--- config.mk ---
export PLATFORM = sky130hd
export DESIGN_NAME = uart_rx_sipo
export DESIGN_NICKNAME = d
export VERILOG_FILES = /design/src/rtl/uart_pkg.sv /design/src/rtl/uart_sync2.sv /design/src/rtl/uart_rx_sipo.sv
export SDC_FILE = /design/constraint.sdc
export NUM_CORES = 1
export LEC_CHECK = 0
export ABC_AREA = 1
export ABC_CLOCK_PERIOD_IN_PS = 2450
export BUFFER_PORTS_ARGS = -buffer_cell sky130_fd_sc_hd__buf_2
export CORE_MARGIN = 5
export CORE_UTILIZATION = 63
export CTS_BUF_LIST = sky130_fd_sc_hd__clkbuf_2
export CTS_CLUSTER_DIAMETER = 100
export DETAILED_ROUTE_END_ITERATION = 12
export PLACE_DENSITY_LB_ADDON = 0.3
export SLEW_MARGIN = 30
export SYNTH_ARGS = -nofsm -noshare
export SYNTH_HDL_FRONTEND = slang
export SYNTH_SLANG_ARGS = --single-unit
--- constraint.sdc ---
create_clock -name baud_clk -period 2.45 [get_ports baud_clk]
set_input_delay 0.49 -clock baud_clk [delete_from_list [all_inputs] [get_ports baud_clk]]
set_output_delay 0.49 -clock baud_clk [all_outputs]
set_load 0.05 [all_outputs]
--- src/rtl/uart_pkg.sv ---
// Shared UART receive types and line-level constants.
// Parity support in the receiver is enabled with the UART_RX_PARITY_EN macro.
package uart_pkg;

  localparam int unsigned DATA_BITS = 8;

  localparam logic LINE_IDLE = 1'b1;
  localparam logic START_BIT = 1'b0;
  localparam logic STOP_BIT  = 1'b1;

  typedef enum logic [2:0] {
    IDLE   = 3'd0,
    START  = 3'd1,
    DATA   = 3'd2,
    PARITY = 3'd3,
    STOP   = 3'd4,
    BREAK  = 3'd5
  } rx_state_e;

  // Expected parity bit: even when odd=0, odd when odd=1.
  function automatic logic calc_parity(input logic [DATA_BITS-1:0] d, input logic odd);
    return (^d) ^ odd;
  endfunction

endpackage

--- src/rtl/uart_sync2.sv ---
// Two-flop synchronizer for asynchronous level inputs; resets to the idle-high level.
module uart_sync2 (
  input  logic clk,
  input  logic reset,
  input  logic d,
  output logic q
);

  logic meta;

  always_ff @(posedge clk) begin
    if (reset) begin
      meta <= 1'b1;
      q    <= 1'b1;
    end else begin
      meta <= d;
      q    <= meta;
    end
  end

endmodule

--- src/rtl/uart_rx_sipo.sv ---
// Oversampling UART receiver: start/mid-bit sampling, LSB-first shift, stop check.
// Optional parity bit checking is compiled in with UART_RX_PARITY_EN.
module uart_rx_sipo
  import uart_pkg::*;
#(
  parameter int unsigned OVERSAMPLE = 16
) (
  input  logic                 baud_clk,
  input  logic                 reset,
  input  logic                 data_rx,
  input  logic                 parity_bit,
  output logic [DATA_BITS-1:0] data_out,
  output logic                 valid,
  output logic                 active_flag,
  output logic                 done_flag,
  output logic                 frame_err,
  output logic                 parity_err
);

  localparam int unsigned         CNT_W     = $clog2(OVERSAMPLE);
  localparam logic [CNT_W-1:0]    HALF_LAST = CNT_W'(OVERSAMPLE / 2 - 1);
  localparam logic [CNT_W-1:0]    BIT_LAST  = CNT_W'(OVERSAMPLE - 1);
  localparam logic [2:0]          IDX_LAST  = 3'(DATA_BITS - 1);

  rx_state_e            state, state_n;
  logic [CNT_W-1:0]     cnt, cnt_n;
  logic [2:0]           bit_idx, bit_idx_n;
  logic [DATA_BITS-1:0] shift, shift_n;
  logic [DATA_BITS-1:0] data_out_n;
  logic                 valid_n, done_n, ferr_n, active_n;
  logic                 rx_s;
  logic                 par_bad_c;

  uart_sync2 u_sync (
    .clk   (baud_clk),
    .reset (reset),
    .d     (data_rx),
    .q     (rx_s)
  );

`ifdef UART_RX_PARITY_EN
  logic par_rx, par_rx_n, perr_n;

  assign par_bad_c = (par_rx != calc_parity(shift, parity_bit));
`else
  logic unused_parity_bit;

  assign unused_parity_bit = parity_bit;
  assign par_bad_c         = 1'b0;
  assign parity_err        = 1'b0;
`endif

  // State and registered outputs.
  always_ff @(posedge baud_clk) begin
    if (reset) begin
      state       <= IDLE;
      cnt         <= '0;
      bit_idx     <= '0;
      shift       <= '0;
      data_out    <= '0;
      valid       <= 1'b0;
      done_flag   <= 1'b0;
      frame_err   <= 1'b0;
      active_flag <= 1'b0;
`ifdef UART_RX_PARITY_EN
      par_rx      <= 1'b0;
      parity_err  <= 1'b0;
`endif
    end else begin
      state       <= state_n;
      cnt         <= cnt_n;
      bit_idx     <= bit_idx_n;
      shift       <= shift_n;
      data_out    <= data_out_n;
      valid       <= valid_n;
      done_flag   <= done_n;
      frame_err   <= ferr_n;
      active_flag <= active_n;
`ifdef UART_RX_PARITY_EN
      par_rx      <= par_rx_n;
      parity_err  <= perr_n;
`endif
    end
  end

  // Next-state, counters and output pulses.
  always_comb begin
    state_n    = state;
    cnt_n      = cnt;
    bit_idx_n  = bit_idx;
    shift_n    = shift;
    data_out_n = data_out;
    valid_n    = 1'b0;
    done_n     = 1'b0;
    ferr_n     = 1'b0;
    active_n   = 1'b0;
`ifdef UART_RX_PARITY_EN
    par_rx_n   = par_rx;
    perr_n     = 1'b0;
`endif

    case (state)
      IDLE: begin
        cnt_n = '0;
        if (rx_s == START_BIT) state_n = START;
      end

      // Re-check the line at mid start bit to reject glitches.
      START: begin
        if (cnt == HALF_LAST) begin
          cnt_n     = '0;
          bit_idx_n = '0;
          state_n   = (rx_s == START_BIT) ? DATA : IDLE;
        end else begin
          cnt_n = cnt + CNT_W'(1);
        end
      end

      DATA: begin
        if (cnt == BIT_LAST) begin
          cnt_n   = '0;
          shift_n = {rx_s, shift[DATA_BITS-1:1]};
          if (bit_idx == IDX_LAST) begin
`ifdef UART_RX_PARITY_EN
            state_n = PARITY;
`else
            state_n = STOP;
`endif
          end else begin
            bit_idx_n = bit_idx + 3'd1;
          end
        end else begin
          cnt_n = cnt + CNT_W'(1);
        end
      end

`ifdef UART_RX_PARITY_EN
      PARITY: begin
        if (cnt == BIT_LAST) begin
          cnt_n    = '0;
          par_rx_n = rx_s;
          state_n  = STOP;
        end else begin
          cnt_n = cnt + CNT_W'(1);
        end
      end
`endif

      STOP: begin
        if (cnt == BIT_LAST) begin
          cnt_n  = '0;
          done_n = 1'b1;
`ifdef UART_RX_PARITY_EN
          perr_n = par_bad_c;
`endif
          if (rx_s == STOP_BIT) begin
            state_n = IDLE;
            if (!par_bad_c) begin
              valid_n    = 1'b1;
              data_out_n = shift;
            end
          end else begin
            ferr_n  = 1'b1;
            state_n = BREAK;
          end
        end else begin
          cnt_n = cnt + CNT_W'(1);
        end
      end

      // Held-low line must return idle before a new start can be seen.
      BREAK: begin
        cnt_n = '0;
        if (rx_s == LINE_IDLE) state_n = IDLE;
      end

      default: begin
        state_n = IDLE;
        cnt_n   = '0;
      end
    endcase

    active_n = (state_n == DATA) || (state_n == PARITY) || (state_n == STOP);
  end

endmodule

==> flow_summary.json <==
{
  "crit_end": "data_out[2]",
  "area_growth_pct": 8.90,
  "grt.overflow.total": 0,
  "outcome": "finished clean",
  "final_cell_mix": "nor2_1 (48), dfxtp_1 (32), nand2_1 (23)",
  "r2r-start": "cnt[0]",
  "path_cells": "ha_1, nand4_1, nor2_4, inv_2, nor2_1, nor2_1",
  "finalCritPeriodShare": 0.654,
  "die_y_um": 55.6,
  "synthCells": 169,
  "yosys.area.top_type_share": 0.490,
  "place_hpwl_um": 1830,
  "cts.repair.resized": 0,
  "clock_latency_ns": 0.37,
  "hold_start": "data_rx",
  "r2r_setup_slack_ns": 0.85,
  "cpMaxStageDelayCell": "dfxtp_1",
  "clkSlewWorstSetupHoldPaths_ns": 0.16,
  "ys_warn_count": 0,
  "cp.required_ns": 2.73,
  "finalSetupViolCount": 0,
  "vias": 1127,
  "synth-seq-area-share": 0.490,
  "design.core.area_sq_mm": 0.00196,
  "rsz0062_at_grt": "false",
  "layout-drive-gt1-share": 0.171,
  "globalplace.congestion": 0.871,
  "grt_pass1_wl_um": 4350,
  "clock.fmax_mhz": 624,
  "worst-endpoint-arrival_ns": 1.88,
  "numCtsBuffers": 5,
  "register_area_sq_um": 641,
  "synth.area.top_cells": "dfxtp_1 (49%), nor2_1 (14%), nand2_1 (6.6%)",
  "clock_path_buffers": 2,
  "fill_cells": 168,
  "cpMostUsedCell": "nor2_1",
  "reg2reg_to": "data_out[2]",
  "avgRoutedWirePerCell_um": 12.0,
  "final_cells": 214,
  "crit_family": "simple AND/OR/NAND/NOR gates",
  "powerDensity_mw_per_mm2": 563,
  "synth_nets": 176,
  "multiInputGateArea_sq_um": 588,
  "wl_um": 2560,
  "grt_usage": 0.182,
  "clock_sinks": 32,
  "layout_commonest_cell": "nor2_1",
  "cts_setup_buffers": 0,
  "yosysTopAreaCell": "dfxtp_1",
  "syn_avg_cell_area_sq_um": 7.74,
  "worstHoldPathType": "primary input to register",
  "first_global_vias": 1056,
  "die_w_um": 55.6,
  "dieArea_sq_mm": 0.00309,
  "antenna_found_initial": 0,
  "synth-seq-cells": 32,
  "dp.cells": 206,
  "worstPathMaxFanout": 9,
  "path_buf_inv": 1,
  "ir_drop_mv": 0.450,
  "start_util": 0.666,
  "clock-root-buffer": "clkbuf_2",
  "cp-startpoint": "cnt[0]",
  "clock_skew_ns": 0.0107,
  "ant_nets": 0,
  "io_pins": 17,
  "timing.setup.tns_ns": 0,
  "htree_num_levels": 2,
  "final_hold_viol_count": 0,
  "worstSetupPathType": "register to register",
  "final_max_slew_viol_count": 0,
  "drc": 0,
  "final.min_clock_period_ns": 1.60,
  "p_leak_nw": 0.710,
  "nNetsFinal": 193,
  "synth_cell_types": 26,
  "syn_area_sq_mm": 0.00131,
  "cts_hold_buffers": 0,
  "detail_route.first_pass.iterations": 4,
  "tritoncts": "done",
  "end_kind": "register",
  "worstRegToRegCells": 6,
  "port_buffers": 14,
  "diodes": 0,
  "max-cap-violations": 0,
  "drtIter0Drc": 32,
  "cp.depth": 6,
  "grt_max_degree": 20,
  "cp-start-kind": "register",
  "critPathMaxStageDelay_ns": 0.39,
  "fp-row-count": 16,
  "vias_per_cell": 5.27
}
[power by group]
| group | switching, mW | internal (mW) |
|---|---|---|
| logic | 0.0201 | 0.00707 |
| registers | 0.00331 | 0.524 |
| clock network | 0.171 | 0.0763 |
[registers in the layout, summed over array words and instances, names as in the netlist]
register,count
valid,1
done_flag,1
data_out,8
cnt,4
u_sync.meta,1
state,3
frame_err,1
active_flag,1
shift,8
u_sync.q,1
bit_idx,3
[cells by family (layout without fill, tap and decap cells)]
family          count (synthesis)  in the layout  share of synthesized area
compound gates                 23             23                     0.0919
xor+xnor                        1              1                    0.00670
fa+ha+maj                       3              3                     0.0287
buf+inv                        18             36                     0.0603
flops                          32             32                      0.490
other cells                     1              1                    0.00287
simple gates                   91             91                      0.320
[routing by layer]
layer / track usage / routed length, um / vias up / part of all wire
met5: 0 / 0 / - / 0
met3: 0.0559 / 116 / 5 / 0.045
met1: 0.176 / 1030 / 522 / 0.40
li1: - / - / 575 / -
met4: 0.135 / 54 / 0 / 0.021
met2: 0.319 / 1360 / 25 / 0.53
[worst min path at each step]
stage / to / slack [ns] / depth (start not counted)
after floorplan: u_sync.q / 0.39 / 1
after global placement: u_sync.q / 0.40 / 1
after detailed placement: u_sync.q / 0.41 / 1
after CTS: u_sync.meta / 0.28 / 2
after global routing: u_sync.meta / 0.26 / 2
final: u_sync.meta / 0.29 / 2
[through the flow]
step	setup slack [ns]	utilization	power [mW]	area, sq um	hold slack [ns]
2_1_floorplan	1.15	-	0.560	1310	0.389
3_3_place_gp	0.967	0.706	0.564	1390	0.396
3_5_place_dp	0.892	0.706	0.565	1390	0.405
4_1_cts	0.851	0.726	0.809	1420	0.276
5_1_grt	0.723	0.726	0.833	1420	0.263
6_report	0.848	0.726	0.802	1420	0.286
[synthesized netlist by cell type]
master    count
nor2_2        1
nor4_1        1
nand2_1      23
nand3_2       1
a211oi_1      1
nor3_4        1
a21oi_1       4
conb_1        1
buf_4         1
or2_2         2
buf_6         1
clkbuf_1      2
nand4_1       4
nor3_1        1
o21ai_1       1
nand3_1       6
o211ai_1      1
nor2_4        2
nor2_1       48
xor2_1        1
dfxtp_1      32
inv_1        11
ha_1          3
o21ai_0      16
nand3_4       1
inv_2         3
[final cells by class]
cell class / count / area share
clock buffers: 7 / 0.0246
flip-flops and latches: 32 / 0.450
repair buffers: 14 / 0.0492
inverters: 14 / 0.0369
clock inverters: 1 / 0.00264
well taps: 27 / 0.0237
multi-input cells: 119 / 0.413
No activity file was read; power rests on OpenSTA's default activity.
